## config.mk

```make
export PLATFORM = sky130hd
export DESIGN_NAME = ava_scan_controller
export DESIGN_NICKNAME = d
export VERILOG_FILES = /design/src/rtl/ava_scan_controller.sv
export SDC_FILE = /design/constraint.sdc
export NUM_CORES = 1
export LEC_CHECK = 0
export CAP_MARGIN = 20
export CORE_AREA = 2 2 96 98
export CTS_CLUSTER_DIAMETER = 120
export DETAILED_ROUTE_END_ITERATION = 10
export DIE_AREA = 0 0 98 100
export PLACE_DENSITY_LB_ADDON = 0.12
export SLEW_MARGIN = 10
export SYNTH_ARGS = -nofsm -noshare
export SYNTH_HDL_FRONTEND = slang
export SYNTH_SLANG_ARGS = --single-unit
export TNS_END_PERCENT = 20
```

## constraint.sdc

```tcl
create_clock -name clk -period 2 [get_ports clk]
set_input_delay 0.4 -clock clk [delete_from_list [all_inputs] [get_ports clk]]
set_output_delay 0.4 -clock clk [all_outputs]
set_load 0.01 [all_outputs]
```

## src/rtl/ava_scan_controller.sv

```systemverilog
// Raster scan coordinate generator with a small register file.
// Issues (x, y) fetch coordinates across a frame, stalls on a full pixel FIFO,
// counts frames and raises a vertical-blank interrupt at each frame end.
module ava_scan_controller #(
  parameter int unsigned X_MAX   = 639,
  parameter int unsigned Y_MAX   = 479,
  parameter int unsigned COORD_W = 10,
  parameter int unsigned FCNT_W  = 16
) (
  input  logic               clk,
  input  logic               reset,
  input  logic               fifo_full,
  input  logic               reg_we,
  input  logic [1:0]         reg_addr,
  input  logic [31:0]        reg_wdata,
  output logic [31:0]        reg_rdata,
  output logic [1:0]         vga_mode,
  output logic [COORD_W-1:0] coord_x,
  output logic [COORD_W-1:0] coord_y,
  output logic               coord_valid,
  output logic               frame_start,
  output logic               vblank_irq
);

  localparam logic [COORD_W-1:0] XLast = COORD_W'(X_MAX);
  localparam logic [COORD_W-1:0] YLast = COORD_W'(Y_MAX);

  typedef enum logic [1:0] {
    StIdle,
    StScan,
    StFrameEnd
  } state_e;

  state_e              state_q, state_d;
  logic [COORD_W-1:0]  x_q, x_d;
  logic [COORD_W-1:0]  y_q, y_d;
  logic [1:0]          vga_mode_q, vga_mode_d;
  logic [FCNT_W-1:0]   frame_count_q, frame_count_d;
  logic                irq_pending_q, irq_pending_d;
  logic                enable_q, enable_d;
  logic                irq_en_q, irq_en_d;
  logic [1:0]          mode_next_q, mode_next_d;

  logic irq_set;
  logic ctrl_wr;
  logic status_clr;
  logic busy;

  // Upper write-data bits have no register behind them.
  logic unused_wdata;
  assign unused_wdata = ^reg_wdata[31:4];

  assign ctrl_wr    = reg_we && (reg_addr == 2'd0);
  assign status_clr = reg_we && (reg_addr == 2'd1) && reg_wdata[0];
  assign busy       = (state_q != StIdle);

  // Scan FSM: next state, coordinate advance, frame-end bookkeeping.
  always_comb begin
    state_d       = state_q;
    x_d           = x_q;
    y_d           = y_q;
    vga_mode_d    = vga_mode_q;
    frame_count_d = frame_count_q;
    irq_set       = 1'b0;
    coord_valid   = 1'b0;
    unique case (state_q)
      StIdle: begin
        if (enable_q) begin
          state_d    = StScan;
          x_d        = '0;
          y_d        = '0;
          vga_mode_d = mode_next_q;
        end
      end
      StScan: begin
        coord_valid = ~fifo_full;
        if (coord_valid) begin
          if (x_q != XLast) begin
            x_d = x_q + COORD_W'(1);
          end else begin
            x_d = '0;
            if (y_q != YLast) begin
              y_d = y_q + COORD_W'(1);
            end else begin
              y_d     = '0;
              state_d = StFrameEnd;
            end
          end
        end
      end
      StFrameEnd: begin
        frame_count_d = frame_count_q + FCNT_W'(1);
        irq_set       = 1'b1;
        vga_mode_d    = mode_next_q;
        // Enable is sampled only here, so a mid-frame clear lets the frame finish.
        state_d       = enable_q ? StScan : StIdle;
      end
      default: state_d = StIdle;
    endcase
  end

  // Register file next state; a frame-end set beats a same-cycle W1C clear.
  always_comb begin
    enable_d      = enable_q;
    irq_en_d      = irq_en_q;
    mode_next_d   = mode_next_q;
    irq_pending_d = irq_pending_q;
    if (ctrl_wr) begin
      enable_d    = reg_wdata[0];
      irq_en_d    = reg_wdata[1];
      mode_next_d = reg_wdata[3:2];
    end
    if (irq_set) begin
      irq_pending_d = 1'b1;
    end else if (status_clr) begin
      irq_pending_d = 1'b0;
    end
  end

  // State and register update with synchronous reset.
  always_ff @(posedge clk) begin
    if (reset) begin
      state_q       <= StIdle;
      x_q           <= '0;
      y_q           <= '0;
      vga_mode_q    <= '0;
      frame_count_q <= '0;
      irq_pending_q <= 1'b0;
      enable_q      <= 1'b0;
      irq_en_q      <= 1'b0;
      mode_next_q   <= '0;
    end else begin
      state_q       <= state_d;
      x_q           <= x_d;
      y_q           <= y_d;
      vga_mode_q    <= vga_mode_d;
      frame_count_q <= frame_count_d;
      irq_pending_q <= irq_pending_d;
      enable_q      <= enable_d;
      irq_en_q      <= irq_en_d;
      mode_next_q   <= mode_next_d;
    end
  end

  // Combinational register read mux.
  always_comb begin
    reg_rdata = '0;
    unique case (reg_addr)
      2'd0:    reg_rdata = {28'd0, mode_next_q, irq_en_q, enable_q};
      2'd1:    reg_rdata = {30'd0, busy, irq_pending_q};
      2'd2:    reg_rdata = 32'(frame_count_q);
      default: reg_rdata = '0;
    endcase
  end

  assign coord_x     = x_q;
  assign coord_y     = y_q;
  assign vga_mode    = vga_mode_q;
  assign frame_start = coord_valid && (x_q == '0) && (y_q == '0);
  assign vblank_irq  = irq_pending_q && irq_en_q;

endmodule

```

==> metrics.md, run 1 <==
| Metric | Value |
|---|---|
| Run status | `finished clean` |
| Largest buffer count on any clock path | `2` |
| Synthesis Warnings | `0` |
| Cell area after synthesis | `0.00247 mm²` |
| Commonest non-fill, non-tap cells in the layout | `45 x sky130_fd_sc_hd__dfxtp_1, 44 x sky130_fd_sc_hd__nor2_1, 41 x sky130_fd_sc_hd__buf_4, 30 x sky130_fd_sc_hd__clkdlybuf4s50_1` |
| Effective utilization at floorplan | `0.278` |
| Sequential fraction of the synthesis area | `0.365` |
| Count of pins over their slew limit | `0` |
| H-tree depth | `2` |
| Chip width | `98 µm` |
| Overall routing resource usage | `0.133` |
| #FFs+latches synth | `45` |
| Worst hold-check path type | `reg -> reg` |
| Row count | `35` |
| Via count of the first global-routing pass | `2183` |
| Slew HR | `0.659` |
| Final standard cell utilization of the core | `0.382` |
| Final wirelength | `6260 µm` |
| Clock period minus final worst setup slack | `1970 ps` |
| Share of synthesized registers carrying an async set or reset | `0` |
| DRC viols | `0` |
| Crit path launch type | `primary input` |
| Via count normalized by instance count | `4.58` |
| Internal | `1340 µW` |
| Post-layout net count | `430` |
| Post-layout total power | `1750 µW` |
| Hpwl dp | `4710 µm` |
| Number of cells produced by synthesis | `303` |
| Share of Yosys cell area claimed by the top area cell type | `0.365` |
| Average wire length per cell after detail routing | `12.6 µm` |
| Worst setup path category | `in -> out` |
| Max-capacitance violation count | `0` |
| Starting DRC count in detailed routing | `83` |
| Cell types occupying the most area after synthesis | `sky130_fd_sc_hd__dfxtp_1 36%, sky130_fd_sc_hd__nor2_1 6.7%, sky130_fd_sc_hd__buf_4 4.9%` |
| CTS Sinks | `45` |
| Clock slew at the register clock pins of the worst setup and hold paths | `80 ps` |
| Power density relative to cell area | `514 mW/mm²` |
| Root buffer cell | `sky130_fd_sc_hd__clkbuf_8` |
| Setup Total Neg Slack | `0 ps` |
| Most common cell after layout, fill and taps aside | `sky130_fd_sc_hd__dfxtp_1` |
| Flip-flop cell with the highest count after synthesis | `sky130_fd_sc_hd__dfxtp_1` |
| Average cell area after synthesis | `8.16 µm²` |
| Routed via count | `2279` |
| RePlAce Congestion | `0.826` |
| Multi-input gate area | `0.00143 mm²` |
| Top cell type by total area after synthesis | `sky130_fd_sc_hd__dfxtp_1` |
| Proportion of power drawn by the clock network | `0.391` |
| Count of pins on the block boundary | `95` |
| Worst Skew | `9.31 ps` |
| Static leakage power | `0.00135 µW` |
| Arrival time at the worst endpoint | `1570 ps` |
| Switching component of the power | `412 µW` |
| Core box area | `0.00889 mm²` |
| Initial antenna violation count | `0` |
| Post-route cell area | `0.00340 mm²` |
| Die span in y | `100 µm` |
| Peak clock frequency supported by timing | `0.507 GHz` |
| Tightest Pin Transition | `507 ps` |
| Post-route fraction of the period consumed by the critical path | `0.985` |
| Total placed instance area | `0.00328 mm²` |
| Global route overflow | `0` |
| Endpoint required time on the critical path | `1600 ps` |
| Sw Share | `0.236` |
| Count of distinct cell types in the synthesized netlist | `42` |
| Number of enable flip-flop cells after synthesis | `0` |
| CTS tree | `yes` |
| Area Overhead vs Synth | `37.6%` |
| Critical path capture point type | `output port` |
| Fraction of power consumed by sequential logic | `0.518` |
| Hold-fix buffers at CTS | `0` |
| RSZ-0062 raised after global routing | `true` |
| Number of port buffers | `50` |
| Hold slack | `509 ps` |
| TritonCTS Buffers | `5` |
| Number of setup violations in the final report | `0` |
| Detailed Routing Iterations Pass 1 | `6` |
| Latest clock arrival within the worst-skew pair | `300 ps` |
| Die Footprint | `0.00980 mm²` |
| Peak VDD IR | `206 µV` |
| Biggest fanout along the worst timing path | `8` |
| Part of the power in combinational logic | `0.090` |
| Number of antenna diodes | `0` |
| Final hold violation count | `0` |
| Largest net degree at the start of global routing | `19` |
| Fraction of layout instances using a drive strength above 1 | `0.158` |
| Remaining antenna violation count after routing | `0` |
| Total of fill cells in the finished design | `960` |
| Area used by sequential logic in the layout | `901 µm²` |
| First-pass GRT wire length | `10600 µm` |
==> power groups by stage <==
stage	registers (µW)	logic [µW]	clock network [µW]
CTS	906	156	715
finish	906	158	684
global route	907	177	760
detailed placement	927	157	0
global placement	927	157	0
floorplan	928	107	0
==> state kept, by name, summed over array words and instances (netlist names) <==
name and flops:
irq_pending_q 1, frame_count_q 16, enable_q 1, vga_mode 2, irq_en_q 1, state_q 2
mode_next_q 2, coord_y 10, coord_x 10
==> worst max-delay path, cell delays in order <==
cell and delay, ps:
sky130_fd_sc_hd__clkdlybuf4s50_1 470, sky130_fd_sc_hd__buf_4 160, sky130_fd_sc_hd__mux2i_1 190, sky130_fd_sc_hd__nor2_1 50
sky130_fd_sc_hd__dlygate4sd2_1 290
==> synth_stat cells (5+ instances only) <==
cell,instances
sky130_fd_sc_hd__o21ai_0,11
sky130_fd_sc_hd__xnor2_1,10
sky130_fd_sc_hd__a21oi_1,10
sky130_fd_sc_hd__buf_4,16
sky130_fd_sc_hd__nor2b_1,6
sky130_fd_sc_hd__inv_1,9
sky130_fd_sc_hd__xor2_1,10
sky130_fd_sc_hd__nand3_1,16
sky130_fd_sc_hd__and2_1,16
sky130_fd_sc_hd__mux2i_1,10
sky130_fd_sc_hd__nand4_1,10
sky130_fd_sc_hd__nand2_1,15
sky130_fd_sc_hd__dfxtp_1,45
sky130_fd_sc_hd__nor3_1,6
sky130_fd_sc_hd__ha_1,5
sky130_fd_sc_hd__clkbuf_1,9
sky130_fd_sc_hd__nor2_1,44
sky130_fd_sc_hd__and3_1,8
==> worst paths after layout <==
kind         slack (ps)  cells past startpoint                            from                              to
max                  30                      5                     reg_addr[1]                    reg_rdata[2]
min                 510                      2  frame_count_q[10]$_SDFFE_PP0N_  frame_count_q[10]$_SDFFE_PP0N_
max reg2reg         170                      7         coord_x[0]$_SDFFE_PP0P_         coord_y[8]$_SDFFE_PP0P_
min reg2reg         510                      2  frame_count_q[10]$_SDFFE_PP0N_  frame_count_q[10]$_SDFFE_PP0N_
==> cell families (layout without fill, tap and decap cells) <==
group           after synthesis  in the layout  synth area share
compound gates               35             35            0.0932
xor+xnor                     20             20            0.0709
fa+ha+maj                     5              5            0.0253
buf+inv                      39            108            0.0901
flops                        45             45             0.365
mux                          10             10            0.0405
other cells                   1             16           0.00152
simple gates                148            148             0.314
==> timing repair <==
item                       4_1_cts  5_1_grt
gates resized for setup         25       18
setup endpoints to repair       20       22
pin swaps                        0        2
setup buffers                    0        2
==> routing by layer <==
| layer | global-route usage | share of wire | up-vias |
|---|---|---|---|
| met5 | 0 | 0 | - |
| met4 | 0.0385 | 0.011 | 0 |
| met3 | 0.0299 | 0.039 | 4 |
| met2 | 0.213 | 0.46 | 52 |
| met1 | 0.180 | 0.49 | 1045 |
| li1 | - | - | 1178 |
==> area by class of cell <==
class / instances / area share
Multi-Input combinational cell: 234 / 0.422
Timing Repair Buffer: 92 / 0.232
Clock buffer: 5 / 0.0202
Clock inverter: 2 / 0.0103
Tap cell: 111 / 0.0409
Sequential cell: 45 / 0.265
Inverter: 9 / 0.00994
==> through the flow <==
stage          std cells  worst slack [ps]
3_3_place_gp         489              -489
5_1_grt              498             -16.7
4_1_cts              496              5.39
3_5_place_dp         489              -480
6_report             498              29.5
2_1_floorplan        318               168
Note: power is estimated with default switching activity, not from simulation.
==> run 2, diff against run 1 <==
--- a/config.mk
+++ b/config.mk
@@ -11,7 +11,7 @@
 export DETAILED_ROUTE_END_ITERATION = 10
 export DIE_AREA = 0 0 98 100
 export PLACE_DENSITY_LB_ADDON = 0.12
-export SLEW_MARGIN = 10
+export SLEW_MARGIN = 20
 export SYNTH_ARGS = -nofsm -noshare
 export SYNTH_HDL_FRONTEND = slang
 export SYNTH_SLANG_ARGS = --single-unit
==> results of run 2 <==
No change in the layout: final DEF, timing and power equal those of run 1.
==> run 3, diff against run 2 <==
--- a/config.mk
+++ b/config.mk
@@ -8,10 +8,10 @@
 export CAP_MARGIN = 20
 export CORE_AREA = 2 2 96 98
 export CTS_CLUSTER_DIAMETER = 120
+export CTS_CLUSTER_SIZE = 28
 export DETAILED_ROUTE_END_ITERATION = 10
 export DIE_AREA = 0 0 98 100
 export PLACE_DENSITY_LB_ADDON = 0.12
-export SLEW_MARGIN = 20
 export SYNTH_ARGS = -nofsm -noshare
 export SYNTH_HDL_FRONTEND = slang
 export SYNTH_SLANG_ARGS = --single-unit
==> constraint.sdc (replaced) <==
create_clock -name clk -period 2.3 [get_ports clk]
set_input_delay 0.46 -clock clk [delete_from_list [all_inputs] [get_ports clk]]
set_output_delay 0.46 -clock clk [all_outputs]
set_load 0.01 [all_outputs]
==> run 3 against run 2 <==
Core utilization decreased by 1.8 points. Via count decreased by 3.6%. Clock skew increased by 3.3 ps. Largest power group unchanged. Non-clock buffer count decreased by 19. Wire length decreased by 3.5%. Highest routed layer unchanged. Final area decreased by 4.8%. Largest cell class unchanged. Total power decreased by 20%. Count of clock-buffer cells in the layout increased by 1. Flip-flop and latch count unchanged. Critical endpoint is now coord_valid. Worst hold slack got worse by 1.0 ps.
==> metrics.md, run 3 (synthesized netlist as in run 1, its figures left out) <==
| Metric | Value |
|---|---|
| Critical Path Most Common Cell | `sky130_fd_sc_hd__clkdlybuf4s50_1` |
| Critical path capture point type | `output port (unchanged)` |
| DRC viols | `0 (unchanged)` |
| Detailed Routing Iterations Pass 1 | `4 (was 6)` |
| Final wirelength | `6040 µm (was 6260 µm)` |
| Top Layer Used | `met4 (unchanged)` |
| Worst hold-check path type | `reg -> reg (unchanged)` |
| Area Overhead vs Synth | `30.9% (was 37.6%)` |
| Post-layout net count | `411 (was 430)` |
| Count of pins on the block boundary | `95 (unchanged)` |
| First-pass GRT wire length | `9940 µm (was 10600 µm)` |
| Overall routing resource usage | `0.125 (was 0.133)` |
| Buffers and inverters on the worst path | `3 (unchanged)` |
| Static leakage power | `0.00131 µW (was 0.00135 µW)` |
| Commonest non-fill, non-tap cells in the layout | `44 x sky130_fd_sc_hd__nor2_1, 43 x sky130_fd_sc_hd__dfxtp_1, 32 x sky130_fd_sc_hd__clkdlybuf4s50_1, 23 x sky130_fd_sc_hd__buf_4 (was 45 x sky130_fd_sc_hd__dfxtp_1, 44 x sky130_fd_sc_hd__nor2_1, 41 x sky130_fd_sc_hd__buf_4, 30 x sky130_fd_sc_hd__clkdlybuf4s50_1)` |
| Post-route fraction of the period consumed by the critical path | `0.962` |
| Crit path launch type | `primary input (unchanged)` |
| Number of port buffers | `50 (unchanged)` |
| Non-filler cells in the finished layout | `480 (was 498)` |
| Worst setup path category | `in -> out (unchanged)` |
| CTS Sinks | `45 (unchanged)` |
| Met3 wire len | `238 µm (was 247 µm)` |
| Remaining antenna violation count after routing | `0 (unchanged)` |
| Power density relative to cell area | `434 mW/mm² (was 514 mW/mm²)` |
| Largest reg by FF count | `frame_count_q (unchanged)` |
| Clock period minus final worst setup slack | `2210 ps` |
| Die span in y | `100 µm (unchanged)` |
| Via count normalized by instance count | `4.58 (about the same)` |
| Die Footprint | `0.00980 mm² (unchanged)` |
| Endpoint required time on the critical path | `1840 ps (was 1600 ps)` |
| Starting DRC count in detailed routing | `29 (was 83)` |
| Effective utilization at floorplan | `0.278 (unchanged)` |
| Total of fill cells in the finished design | `936 (was 960)` |
| Via count of the first global-routing pass | `2058 (was 2183)` |
| Total length of routed met2 wires | `2770 µm (was 2860 µm)` |
| Count of pins over their slew limit | `0 (unchanged)` |
| Fraction of layout instances using a drive strength above 1 | `0.100 (was 0.158)` |
| TritonCTS Buffers | `5 (unchanged)` |
| Slew HR | `0.651 (was 0.659)` |
| Largest net degree at the start of global routing | `28 (was 19)` |
| Number of cells on the worst reg-to-reg path | `6 (was 7)` |
| Post-route cell area | `0.00324 mm² (was 0.00340 mm²)` |
| Slowest cell on the critical path | `sky130_fd_sc_hd__clkdlybuf4s50_1 (unchanged)` |
| Max-capacitance violation count | `0 (unchanged)` |
| Run status | `finished clean (unchanged)` |
| Largest buffer count on any clock path | `2 (unchanged)` |
| Arrival time at the worst endpoint | `1750 ps (was 1570 ps)` |
| Final hold violation count | `0 (unchanged)` |
| Count of cell instances traversed by the critical path | `4 (was 5)` |
| Peak VDD IR | `275 µV (was 206 µV)` |
| CTS tree | `yes (unchanged)` |
| Clock slew at the register clock pins of the worst setup and hold paths | `80 ps (about the same)` |
| Root buffer cell | `sky130_fd_sc_hd__clkbuf_8 (unchanged)` |
| RSZ-0062 raised after global routing | `false (was true)` |
| Peak clock frequency supported by timing | `0.452 GHz` |
| Number of instances in the placed design | `472 (was 489)` |
| Global route overflow | `0 (unchanged)` |
| Number of setup violations in the final report | `0 (unchanged)` |
| Core box area | `0.00889 mm² (unchanged)` |
| Top cell family by delay on the critical path | `buffers and inverters (unchanged)` |
| Chip width | `98 µm (unchanged)` |
| H-tree depth | `2 (unchanged)` |
| Average wire length per cell after detail routing | `12.6 µm (about the same)` |
| Hold slack | `508 ps (was 509 ps)` |
| Total placed instance area | `0.00315 mm² (was 0.00328 mm²)` |
| Biggest fanout along the worst timing path | `3 (was 8)` |
| RePlAce Congestion | `0.821 (was 0.826)` |
| Row count | `35 (unchanged)` |
| Tightest Pin Transition | `518 ps (was 507 ps)` |
| Wire length the detailed router placed on met1 | `2980 µm (was 3080 µm)` |
| Number of antenna diodes | `0 (unchanged)` |
| Critical-path cell list | `clkdlybuf4s50_1, buf_4, nor2_1, clkdlybuf4s50_1 (was clkdlybuf4s50_1, buf_4, mux2i_1, nor2_1, dlygate4sd2_1)` |
| Hold-critical path depth | `2 (unchanged)` |
| Delay of the slowest critical-path stage | `550 ps (was 470 ps)` |
| Worst Skew | `12.6 ps (was 9.31 ps)` |
| Hpwl dp | `4510 µm (was 4710 µm)` |
| Max reg flops | `16 (unchanged)` |
| Routed via count | `2198 (was 2279)` |
| Most common cell after layout, fill and taps aside | `sky130_fd_sc_hd__nor2_1 (was sky130_fd_sc_hd__dfxtp_1)` |
| Worst setup margin | `87.5 ps (was 29.5 ps)` |
| Initial antenna violation count | `0 (unchanged)` |
| Post-placement setup slack | `-231 ps (was -480 ps)` |
| Latest clock arrival within the worst-skew pair | `300 ps (about the same)` |
| # Post-CTS Setup Buffers | `0 (unchanged)` |
## run 3: changes by cell type in the layout (fill, tap and decap cells not counted), sizes merged
cell,previous run,this run
clkinv,1,2
buf,43,23
dlygate4sd2,9,16
clkbuf,8,6
dlymetal6s2s,0,2
clkdlybuf4s50,30,32
bufinv,1,0
clkdlybuf4s15,7,0
## run 3: where the power goes
group          total [µW]  switching, µW  internal (µW)
clock network         493            281            212
logic                 122           69.0           53.4
registers             790           6.40            784
## run 3: metal layers
layer	track usage	vias up
met2	0.198	44
li1	-	1148
met4	0.0385	0
met3	0.0292	2
met1	0.171	1004
met5	0	-
## run 3: what timing repair did
action | 4_1_cts | 5_1_grt
resized for setup | 19 | 3
endpoints found under the setup margin | 16 | 3
hold buffers | 0 | 0
## run 3: final cells by class
type	instances	area (µm²)	share of cell area
Multi-Input combinational cell	234	1420	0.439
Sequential cell	45	903	0.279
Timing Repair Buffer	73	658	0.203
Tap cell	111	139	0.0429
Clock buffer	6	72.6	0.0224
Inverter	9	33.8	0.0104
Clock inverter	2	10.0	0.00309
## run 3: worst paths after layout
check,slack (ps),from,to
max,90,fifo_full,coord_valid
min,510,frame_count_q[8]$_SDFFE_PP0N_,frame_count_q[8]$_SDFFE_PP0N_
max reg2reg,310,coord_x[0]$_SDFFE_PP0P_,coord_y[7]$_SDFFE_PP0P_
min reg2reg,510,frame_count_q[8]$_SDFFE_PP0N_,frame_count_q[8]$_SDFFE_PP0N_
## run 3: through the flow
step | TNS [ps] | util | power, µW
after detailed placement | -4310 | 0.354 | 932
after global placement | -3870 | 0.354 | 932
after floorplan | 0 | - | 900
final | 0 | 0.364 | 1410
after CTS | 0 | 0.363 | 1430
after global routing | 0 | 0.364 | 1480
## run 3: worst min-delay path: stages (launching register included)
cell and delay, ps:
sky130_fd_sc_hd__dfxtp_1 330, sky130_fd_sc_hd__o21ai_0 70, sky130_fd_sc_hd__a21oi_1 60
==> RTL edit (flow settings as in run 2) <==
Register the output `vblank_irq`; this adds one clock of latency there. The other outputs are not delayed to match.
--- a/src/rtl/ava_scan_controller.sv
+++ b/src/rtl/ava_scan_controller.sv
@@ -159,3 +159,5 @@
   assign frame_start = coord_valid && (x_q == '0) && (y_q == '0);
-  assign vblank_irq  = irq_pending_q && irq_en_q;
+  always_ff @(posedge clk) begin
+    vblank_irq <= irq_pending_q && irq_en_q;
+  end
 
Check against the original RTL: no difference found for any inputs over 10 cycles, from zero or initial values and one cycle with reset high; that may be too few to reach the edited logic, so the function may still have changed.
==> RTL edit against run 2 <==
  * Power up 2.2%
  * Sequential cell count up 1
  * Count of clock-buffer cells in the layout grew 2
  * Critical path type is now flip-flop to flip-flop
  * Wire length rose by 2.9%
  * Final area rose by 0.18%
  * Sequential share of layout area is 0.58 points higher
  * Largest power group unchanged
  * Synthesized area is 0.81% higher
  * Critical path depth increased by 1
  * Worst setup slack improved by 0.082 ns
  * Register-to-register slack worse by 0.06 ns
==> RTL edit: results (changes against run 2) <==
Route
  – DR vias/cell: 4.600 (+0.53%)
  – First drt pass iteration count: 4 (-2)
  – M1 WL: 3072 um (-0.29%)
  – Routed length on met2: 3006 um (+5.0%)
  – Via count: 2,291 (+0.53%)
  – Met3 WL: 271 um (+9.7%)
  – Highest metal used: met4
  – Final WL: 6441 um (+2.9%)
  – DRT iter0 DRCs: 51 (-39%)

Timing
  – Setup TNS: 0 ns (unchanged)
  – Max-slew violation count: 0 (unchanged)
  – Setup violators final: 0 (unchanged)
  – Rel. slew slack: 0.6570 (-0.001572)
  – Clk_skew: 0.009568 ns (+0.0002584 ns)

Global routing
  – Met2 Track Usage GR: 0.2197 (+0.006322)
  – Overall routing resource usage: 0.1310 (-0.002021)
  – Met1 usage: 0.1709 (-0.009291)
  – Met3 Resource Use GR: 0.02925 (-0.0006964)
  – Antenna violations before repair: 0 (unchanged)
  – Largest net degree at the start of global routing: 30 (+11)
  – Number of global-route vias before repair: 2,189 (+0.27%)
  – First-pass GRT wire length: 10,380 um (-2.1%)

Cells and area
  – Fin nets: 429 (-0.23%)
  – Share of layout cells above drive strength 1: 0.1860 (+0.02842)
  – Diode count: 0 (unchanged)
  – Layout filler cell count: 948 (-1.3%)

Placed design
  – Post-DP Area: 3276 um^2 (about the same)
  – Dpl ws: -0.3326 ns (+0.1473 ns)
  – Dpl hpwl: 4681 um (-0.54%)
  – Gpl congestion: 0.8733 (+5.8%)
  – Placed Cells: 487 (-0.41%)

Worst setup path
  – Crit-path max FO: 7 (-1)
  – CP max stage delay: 0.53 ns (+0.06 ns)
  – Beginning of the critical path: state_q[0]
  – CP max stage cell: or4_1
  – CP Data Arrival Time: 2.12 ns (+0.55 ns)
  – Critical path's top delay family: simple AND/OR/NAND/NOR gates

Yosys
  – Main flop type after synthesis: dfxtp_1
  – Post-Synth XOR/XNOR Area: 0.07032 (-0.0005697)
  – Synth Area in Compound Gates: 0.09242 (-0.0007487)
  – Synth top cells by count: dfxtp_1, nor2_1, and2_1, buf_4, nand3_1
  – Largest cells by area after synthesis: dfxtp_1, nor2_1, buf_4, and2_1, mux2i_1
  – Seq/Total Area, Yosys: 0.3697 (+0.005107)
  – Post-synthesis area per instance: 8.195 um^2 (+0.48%)
  – Post-synthesis mux area share: 0.04018 (-0.0003255)
  – Synth warn: 0 (unchanged)
  – Area share of fa/ha/maj cells after synthesis: 0.02511 (-0.0002034)
  – Synth unique cells: 42 (unchanged)

Pwr
  – Leakage power: 1.360 nW (+0.61%)
  – Peak supply drop: 0.0002431 V (+18%)
  – Switching part of the total: 0.2341 (-0.001497)

Clocking
  – Post-cts sizing count: 40 (+60%)
  – Clk root buf: clkbuf_8

Status
  – Status: complete, no violations

Hold path
  – Hold path start: irq_en_q
RTL edit: worst paths after layout:
path                                   end  slack [ns]  depth (start not counted)
worst max-delay path            coord_y[7]        0.11                          6
worst max register to register  coord_y[7]        0.11                          6
worst min register to register  vblank_irq        0.50                          1
worst min-delay path            vblank_irq        0.50                          1
RTL edit: area by class of cell:
cell class | count | area, um^2 | area share
multi-input cells | 235 | 1468 | 0.4309
flip-flops and latches | 46 | 922.1 | 0.2708
repair buffers | 89 | 737.0 | 0.2164
well taps | 111 | 138.9 | 0.04078
clock buffers | 7 | 76.32 | 0.02241
inverters | 9 | 33.78 | 0.009919
clock inverters | 1 | 30.03 | 0.008817
RTL edit: power by group through the flow:
stage               Sequential [W]  Clock [W]  Combinational, W
floorplan                 0.000949          0          0.000107
global placement          0.000948          0          0.000153
detailed placement        0.000948          0          0.000153
CTS                       0.000927   0.000730          0.000156
global route              0.000928   0.000772          0.000176
finish                    0.000926   0.000700          0.000160
